### config.mk
export PLATFORM = sky130hd
export DESIGN_NAME = status_flags_unit
export DESIGN_NICKNAME = d
export VERILOG_FILES = /design/src/rtl/status_flags_unit_pkg.sv /design/src/rtl/status_flags_unit_flag_shadow_stack.sv /design/src/rtl/status_flags_unit.sv
export SDC_FILE = /design/constraint.sdc
export NUM_CORES = 1
export LEC_CHECK = 0
export CORE_ASPECT_RATIO = 1.2
export CORE_MARGIN = 4
export CORE_UTILIZATION = 40
export DETAILED_ROUTE_END_ITERATION = 16
export PLACE_DENSITY_LB_ADDON = 0.08
export SYNTH_ARGS = -nofsm -noshare
export SYNTH_HDL_FRONTEND = slang
export SYNTH_HIERARCHICAL = 1
export SYNTH_SLANG_ARGS = --single-unit
### constraint.sdc
create_clock -name clk -period 2.2 [get_ports clk]
set_input_delay 0.66 -clock clk [delete_from_list [all_inputs] [get_ports clk]]
set_output_delay 0.66 -clock clk [all_outputs]
set_load 0.02 [all_outputs]
### src/rtl/status_flags_unit_pkg.sv
// Shared types and constants for the ToastCPU status flag register.
// The flag word order is {I,X,N,Z,C,V} with V in bit 0.
package status_flags_unit_pkg;

  localparam int FLAG_V = 0;
  localparam int FLAG_C = 1;
  localparam int FLAG_Z = 2;
  localparam int FLAG_N = 3;
  localparam int FLAG_X = 4;
  localparam int FLAG_I = 5;
  localparam int FLAG_W = 6;

  typedef struct packed {
    logic i;
    logic x;
    logic n;
    logic z;
    logic c;
    logic v;
  } flags_t;

  typedef enum logic [3:0] {
    COND_AL = 4'h0,
    COND_EQ = 4'h1,
    COND_NE = 4'h2,
    COND_CS = 4'h3,
    COND_CC = 4'h4,
    COND_MI = 4'h5,
    COND_PL = 4'h6,
    COND_VS = 4'h7,
    COND_VC = 4'h8,
    COND_HI = 4'h9,
    COND_LS = 4'hA,
    COND_GE = 4'hB,
    COND_LT = 4'hC,
    COND_GT = 4'hD,
    COND_LE = 4'hE,
    COND_XS = 4'hF
  } cond_code_t;

endpackage

### src/rtl/status_flags_unit_flag_shadow_stack.sv
// Register-array LIFO holding flag frames saved on interrupt entry.
// Pushes while full and pops while empty are ignored.
module flag_shadow_stack
  import status_flags_unit_pkg::*;
#(
  parameter int SHADOW_DEPTH = 4
) (
  input  logic              clk,
  input  logic              reset_n,
  input  logic              push,
  input  logic              pop,
  input  logic [FLAG_W-1:0] push_data,
  output logic [FLAG_W-1:0] top_data,
  output logic [3:0]        count,
  output logic              full,
  output logic              empty
);

  logic [FLAG_W-1:0] mem_q [SHADOW_DEPTH];
  logic [FLAG_W-1:0] mem_d [SHADOW_DEPTH];
  logic [3:0]        count_q, count_d;

  assign count = count_q;
  assign full  = (count_q == 4'(SHADOW_DEPTH));
  assign empty = (count_q == 4'd0);

  always_comb begin
    top_data = '0;
    for (int i = 0; i < SHADOW_DEPTH; i++) begin
      if (count_q == 4'(i + 1)) top_data = mem_q[i];
    end
  end

  // The slot written by a push is the one indexed by the current count.
  always_comb begin
    count_d = count_q;
    for (int i = 0; i < SHADOW_DEPTH; i++) mem_d[i] = mem_q[i];
    if (push && !full) begin
      for (int i = 0; i < SHADOW_DEPTH; i++) begin
        if (count_q == 4'(i)) mem_d[i] = push_data;
      end
      count_d = count_q + 4'd1;
    end else if (pop && !empty) begin
      count_d = count_q - 4'd1;
    end
  end

  always_ff @(posedge clk or negedge reset_n) begin
    if (!reset_n) begin
      count_q <= 4'd0;
      for (int i = 0; i < SHADOW_DEPTH; i++) mem_q[i] <= '0;
    end else begin
      count_q <= count_d;
      for (int i = 0; i < SHADOW_DEPTH; i++) mem_q[i] <= mem_d[i];
    end
  end

endmodule

### src/rtl/status_flags_unit.sv
// Architectural status register: flag capture with event priority, interrupt
// shadow stack, sticky stack errors and branch condition evaluation.
module status_flags_unit
  import status_flags_unit_pkg::*;
#(
  parameter int SHADOW_DEPTH = 4
) (
  input  logic        clk,
  input  logic        reset_n,
  input  logic        alu_valid,
  input  logic        alu_V,
  input  logic        alu_C,
  input  logic        alu_N,
  input  logic        alu_Z,
  input  logic        alu_X,
  input  logic        alu_set_VC,
  input  logic        flags_we,
  input  logic [5:0]  flags_wdata,
  input  logic        irq_enter,
  input  logic        irq_return,
  input  logic        err_clear,
  input  logic [3:0]  cond_code,
  output logic        cond_true,
  output logic [5:0]  flags,
  output logic        carry_out,
  output logic [3:0]  shadow_count,
  output logic        shadow_overflow,
  output logic        shadow_underflow
);

  flags_t            flags_q, flags_d;
  logic              overflow_q, overflow_d;
  logic              underflow_q, underflow_d;
  logic              stk_push, stk_pop, stk_full, stk_empty;
  logic [FLAG_W-1:0] stk_top;

  flag_shadow_stack #(.SHADOW_DEPTH(SHADOW_DEPTH)) u_stack (
    .clk       (clk),
    .reset_n   (reset_n),
    .push      (stk_push),
    .pop       (stk_pop),
    .push_data (flags_q),
    .top_data  (stk_top),
    .count     (shadow_count),
    .full      (stk_full),
    .empty     (stk_empty)
  );

  // Only the highest-priority event acts; a new error beats err_clear.
  always_comb begin
    flags_d     = flags_q;
    stk_push    = 1'b0;
    stk_pop     = 1'b0;
    overflow_d  = overflow_q & ~err_clear;
    underflow_d = underflow_q & ~err_clear;
    if (irq_enter) begin
      stk_push  = ~stk_full;
      if (stk_full) overflow_d = 1'b1;
      flags_d.i = 1'b0;
    end else if (irq_return) begin
      if (stk_empty) begin
        underflow_d = 1'b1;
      end else begin
        stk_pop = 1'b1;
        flags_d = flags_t'(stk_top);
      end
    end else if (flags_we) begin
      flags_d = flags_t'(flags_wdata);
    end else if (alu_valid) begin
      flags_d.n = alu_N;
      flags_d.z = alu_Z;
      flags_d.x = alu_X;
      if (alu_set_VC) begin
        flags_d.v = alu_V;
        flags_d.c = alu_C;
      end
    end
  end

  always_ff @(posedge clk or negedge reset_n) begin
    if (!reset_n) begin
      flags_q     <= '0;
      overflow_q  <= 1'b0;
      underflow_q <= 1'b0;
    end else begin
      flags_q     <= flags_d;
      overflow_q  <= overflow_d;
      underflow_q <= underflow_d;
    end
  end

  always_comb begin
    cond_true = 1'b1;
    case (cond_code_t'(cond_code))
      COND_AL: cond_true = 1'b1;
      COND_EQ: cond_true = flags_q.z;
      COND_NE: cond_true = ~flags_q.z;
      COND_CS: cond_true = flags_q.c;
      COND_CC: cond_true = ~flags_q.c;
      COND_MI: cond_true = flags_q.n;
      COND_PL: cond_true = ~flags_q.n;
      COND_VS: cond_true = flags_q.v;
      COND_VC: cond_true = ~flags_q.v;
      COND_HI: cond_true = flags_q.c & ~flags_q.z;
      COND_LS: cond_true = ~flags_q.c | flags_q.z;
      COND_GE: cond_true = (flags_q.n == flags_q.v);
      COND_LT: cond_true = (flags_q.n != flags_q.v);
      COND_GT: cond_true = ~flags_q.z & (flags_q.n == flags_q.v);
      COND_LE: cond_true = flags_q.z | (flags_q.n != flags_q.v);
      COND_XS: cond_true = flags_q.x;
      default: cond_true = 1'b1;
    endcase
  end

  assign flags            = flags_q;
  assign carry_out        = flags_q.c;
  assign shadow_overflow  = overflow_q;
  assign shadow_underflow = underflow_q;

endmodule

After elaboration in Yosys (flattened, before gate mapping)
Index checks and enable logic that the tools add are counted.

cells by class
  reduce and logical (&&, ||, !) cells = 17
  bitwise gates (word level) = 13
  mux-type cells = 23
  equality and inequality tests = 23
  add/sub/neg operators = 2

operators with widths
  operator               number
  $mux W6                6
  $eq A4 B4 Y1 const B   8
  $eq A4 B3 Y1 const B   5
  $eq A4 B2 Y1 const B   4
  $pmux W1 S16           1
  $mux W1                11
  $mux W5                2
  $reduce_and A2 Y1      5
  $reduce_bool A3 Y1     3
  $eq A4 B1 Y1 const B   2
  $logic_not A4 Y1       2
  $mux W4                2
  $not A1 Y1             7
  $add A4 B1 Y4 const B  1
  $and A1 B1 Y1          4
  $reduce_and A4 Y1      1
  $sub A4 B1 Y4 const B  1
  $ne A3 B3 Y1 const B   1
  $reduce_and A3 Y1      1
  $logic_and A1 B1 Y1    2
  $logic_not A1 Y1       2
  $mux W2                1
  $ne A2 B2 Y1 const B   1
  $or A1 B1 Y1           2
  other kinds (3)        3

word-level totals
  output and inout port bits = 14
  register bits after elaboration = 36
  input port bits = 23
  word-level logic and storage cells = 91

Longest topological paths before layout
Gate-level depths: netlist (run 1).

  word-level depth = 8
  mapped depth = 11
  depth with buffers taken out = 10

Cells and area by module
Netlist (run 1), hierarchy kept.

modules (own cells, without submodules)
  module             area an instance (sq um)  cells an instance  times used  seq. area each (sq um)
  flag_shadow_stack  1501.4                    132                1           700.7
  status_flags_unit  613.1                     74                 1           200.2

Least setup slack after synthesis (run 1)
OpenSTA, ideal clock, no wires.

  path kind = register to register
  start point = register u_stack.count_q[0], in the netlist u_stack/count[0]
  end point = register u_stack.count_q[3], in the netlist u_stack/count[3]
  data required time = 2063 ps
  data arrival time = 2282 ps
  period minus slack after synthesis = 2419 ps
  path buffers = 0
  stages on the path, launching flop included = 9
  library setup time = 137 ps
  setup slack = -219 ps
  cell sequence = dfrtp_1 > inv_1 > ha_1 > or3b_1 > inv_1 > nor3b_1 > or4b_4 > o221ai_1 > o21ai_1

on the way
  cells in the longest elaborated chain, start to end = 6
  elaborated cells between the ends (all ways) = 16
  those cells by class = add/sub: 2; eq/ne: 1; mux: 6; bitwise: 1; reduce/logical: 6

ends and longest elaborated chain
  what                                 line                                       RTL
  start, declared                      status_flags_unit_flag_shadow_stack.sv:21  logic [3:0] count_q, count_d;
  start signal, assigned               status_flags_unit_flag_shadow_stack.sv:53  count_q <= count_d;
  $logic_not A4 Y1                     status_flags_unit_flag_shadow_stack.sv:25  assign empty = (count_q == 4'd0);
  named net stk_empty                  status_flags_unit.sv:34                    logic stk_push, stk_pop, stk_full, stk_empty;
  $mux W1                              status_flags_unit.sv:61                    if (stk_empty) begin
  $mux W1                              status_flags_unit.sv:60                    end else if (irq_return) begin
  $mux W1                              status_flags_unit.sv:56                    if (irq_enter) begin
  named net stk_pop                    status_flags_unit.sv:34
  $logic_and A1 B1 Y1                  status_flags_unit_flag_shadow_stack.sv:43  end else if (pop && !empty) begin
  $reduce_bool A2 Y1 (no source line)  n/a

The timed path passes the listed nets, and every way through them passes these cells. The select of a mux whose other input is x is not followed.
A chain may end at the register's enable or synchronous reset.

Worst setup path in the final report (run 1)
  start point = input cond_code[0]
  end point = output cond_true

on the way
  cells in the longest elaborated chain, start to end = 2
  elaborated cells between the ends (all ways) = 17
  those cells by class = eq/ne: 15; mux: 1; reduce/logical: 1

ends and longest elaborated chain
  what                                  line                     RTL
  start, declared                       status_flags_unit.sv:22  input logic [3:0] cond_code,
  $eq A4 B4 Y1 (tied with other cells)  status_flags_unit.sv:94  case (cond_code_t'(cond_code))
  $pmux W1 S16 (*)                      status_flags_unit.sv:94
  end, declared                         status_flags_unit.sv:23  output logic cond_true,

Every way passes the cells marked *; elsewhere a longest branch is shown, timed or not.

==> results of run 1 <==
-- cell type report --
cell class	instances	area, um^2	area share, %
Timing Repair Buffer	76	672	23.1
Tap cell	60	75.1	2.58
Clock buffer	8	90.1	3.10
Sequential cell	36	903	31.1
Inverter	7	26.3	0.904
Multi-Input combinational cell	149	1140	39.2
-- report_power, final --
part | switching, W | internal (W) | total, W
Clock | 0.000232 | 0.000255 | 0.000488
Sequential | 0.000189 | 0.000937 | 0.00113
Combinational | 0.000873 | 0.000940 | 0.00181
-- what timing repair did --
| action | CTS | global route |
|---|---|---|
| resized for setup | 26 | 7 |
| setup buffers | 4 | 1 |
| endpoints found under the setup margin | 1 | 4 |
| pin swaps | 7 | 4 |
-- state kept, by name (all words and copies together) (netlist names) --
name              cells
carry_out             1
shadow_overflow       1
shadow_underflow      1
u_stack/mem_q        24
flags                 5
u_stack/count         4
-- metal layers --
metal / global-route usage (%) / part of all wire (%) / up-vias
li1: - / - / 875
met1: 19.7 / 43 / 859
met2: 30.5 / 52 / 34
met3: 3.79 / 3.4 / 6
met4: 4.85 / 1.3 / 0
met5: 0 / 0 / -
-- worst max-delay path, delay by kind of cell --
kind,cells,cell delay (ns)
multiplexers,1,0.26
AO/OA/AOI/OAI,3,0.35
buffers and inverters,3,0.37
-- metrics by stage --
stage,TNS [ns],hold slack (ns)
after floorplan,0,0.364
after global placement,-3.96,0.485
after detailed placement,-4.48,0.490
after CTS,-0.123,0.505
after global routing,-0.167,0.518
final,-0.103,0.501
-- placed cells by master, fill, tap and decap left out, types with 2 or more instances in the layout --
cell type / n
a21oi_1: 13
o211ai_1: 2
o21ai_0: 14
clkdlybuf4s50_1: 29
dfrtp_1: 34
dlymetal6s2s_1: 2
dlygate4sd2_1: 2
clkbuf_1: 2
nand3b_1: 2
buf_4: 38
mux2_1: 2
dfrtp_2: 2
o21ai_1: 3
nand2_1: 27
nor2_1: 4
inv_1: 7
nand3_1: 3
mux2i_1: 7
nor2_2: 2
clkbuf_8: 6
nor2b_1: 3
mux2_2: 25
buf_6: 3
and3_1: 3
o2bb2ai_1: 6
a211oi_1: 3
ha_1: 3
a211o_1: 2
-- Yosys cell counts (all sizes together) --
cell type  count
dfrtp         36
mux2          28
nand2         28
o21ai         18
a21oi         14
buf           11
inv            7
mux2i          7
nor2           7
o2bb2ai        6
ha             4
a211oi         3
and3           3
clkbuf         3
nand3          3
nor2b          3
a211o          2
a311oi         2
nand3b         2
nor3b          2
o211ai         2
a41oi          1
and3b          1
and4           1
nand2b         1
nor3           1
nor4b          1
o221ai         1
o22ai          1
o31a           1
or2            1
or2b           1
or3            1
or3b           1
or4b           1
xnor2          1
-- cells by family after synthesis --
group                    after synthesis  synth area share [%]
buffers and inverters                 21                  5.38
AND/OR/NAND/NOR                       58                  15.4
XOR/XNOR                               1                 0.414
adder cells (fa/ha/maj)                4                  2.37
flip-flops                            36                  42.6
multiplexers                          35                  18.4
AO/OA/AOI/OAI                         51                  15.4
-- path summary, 6_finish.rpt --
path | end | slack [ns] | cells after the start
max | cond_true | -0.10 | 7
min in group asynchronous | shadow_underflow$_DFF_PN0_ | 0.78 | 2
min | u_stack/mem_q[9]$_DFFE_PN0P_ | 0.50 | 1
max in group asynchronous | u_stack/count[1]$_DFFE_PN0P_ | 1.08 | 2
max reg2reg | u_stack/count[3]$_DFFE_PN0P_ | 0.12 | 8
min reg2reg | u_stack/mem_q[9]$_DFFE_PN0P_ | 0.50 | 1
==> metrics.yaml, run 1 <==
core_area_mm2: 0.00501
yosys_register_bits: 36
worstPathCellList: "buf_8 > buf_6 > mux2_2 > a21oi_2 > a311oi_2 > a41oi_2 > buf_4"
finalSetupViolCount: 1
cp-start-kind: "primary input"
rsz0062_at_grt: "yes"
ios: 37
viasPerCell: 5.28
row_count: 28
port_buffers: 36
dp_hpwl_um: 3880
startpoint: "cond_code[0]"
die_w_um: 74.4
rr_startpoint: "u_stack/count[0]$_DFFE_PN0P_"
yosysUniqueCellTypes: 43
syn_area_mm2: 0.00211
grt_pass1_vias: 1789
cp.arrival_ns: 1.64
cts.path.max_buffers: 2
cts_sinks: 36
setup_slack_ns: -0.103
clk_latency_ns: 0.29
maxSlewHeadroom_pct: 68.8
max_stage_delay_ns: 0.26
drc: 0
yosys_warnings: 6
diodes: 0
irDropWorstVdd_v: 0.000517
power.density_mw_per_mm2: 1180
nFillCells: 462
dr.pass1.iters: 4
drtAntennaViolNets: 0
min_from: "u_stack/mem_q[9]$_DFFE_PN0P_"
pre_cts_slack_ns: -0.999
p_leak_nw: 1.34
tightest_slew_ns: 0.468
syn_inst: 206
crit_fanout: 5
fin_worst_skew_ns: 0.0123
endpoint_kind: "primary output"
wl_per_cell_um: 15.4
gp_congestion: 0.740
violations: "setup timing"
fp.dieH_um: 87.6
drt_iter0_markers: 56
required_ns: 1.54
grt_pass1_wl_um: 8400
vias: 1774
syn_to_final_growth_pct: 37.5
hold_viol_final: 0
maxSlewViolCount: 0
grt-ovfl-total: 0
synth_top_area_share_pct: 42.6
layout-drive-gt1-share_pct: 33.7
final_core_util_pct: 58.0
antenna_found_initial: 0
syn_avg_cell_area_um2: 10.3
fin_area_mm2: 0.00291
min_period_ns: 2.30
cts_inserted_buffers: 5
die-area_mm2: 0.00652
path_clk_slew_ns: 0.06
synth.yosys.seq_area_share_pct: 42.6
fin_crit_sh_pct: 105
synth_area_leader_cell: "dfrtp_1"
htreeDepth: 2
critical_path_class: "in2out"
outcome: "finished with violations"
drv_cap: 0
gr-usage-all-layers_pct: 16.9
cts_tree: "built"
fmax_mhz: 434
hold_buffers: 0
syn_nets: 233
layout.cells.non_filler: 336
ys_top_cells_by_area: "dfrtp_1 43%, mux2_2 13%, nand2_1 4.8%"
layout.nets: 302
p_total_w: 0.00343
dpl_cell_area_mm2: 0.00273
cp_slowest_cell: "mux2_2"
hold_class: "reg2reg"
initial_core_util_pct: 42.2
grt_max_degree: 37
clock-root-buffer: "clkbuf_8"
dp_cells: 323
wirelength_um: 5180
Note: power is estimated with default switching activity, not from simulation.
==> inputs of run 2 (changes only) <==
ABC_CLOCK_PERIOD_IN_PS = 2200   (was unset)
==> results of run 2 <==
The final DEF is identical to that of run 1; final timing and power are the same.
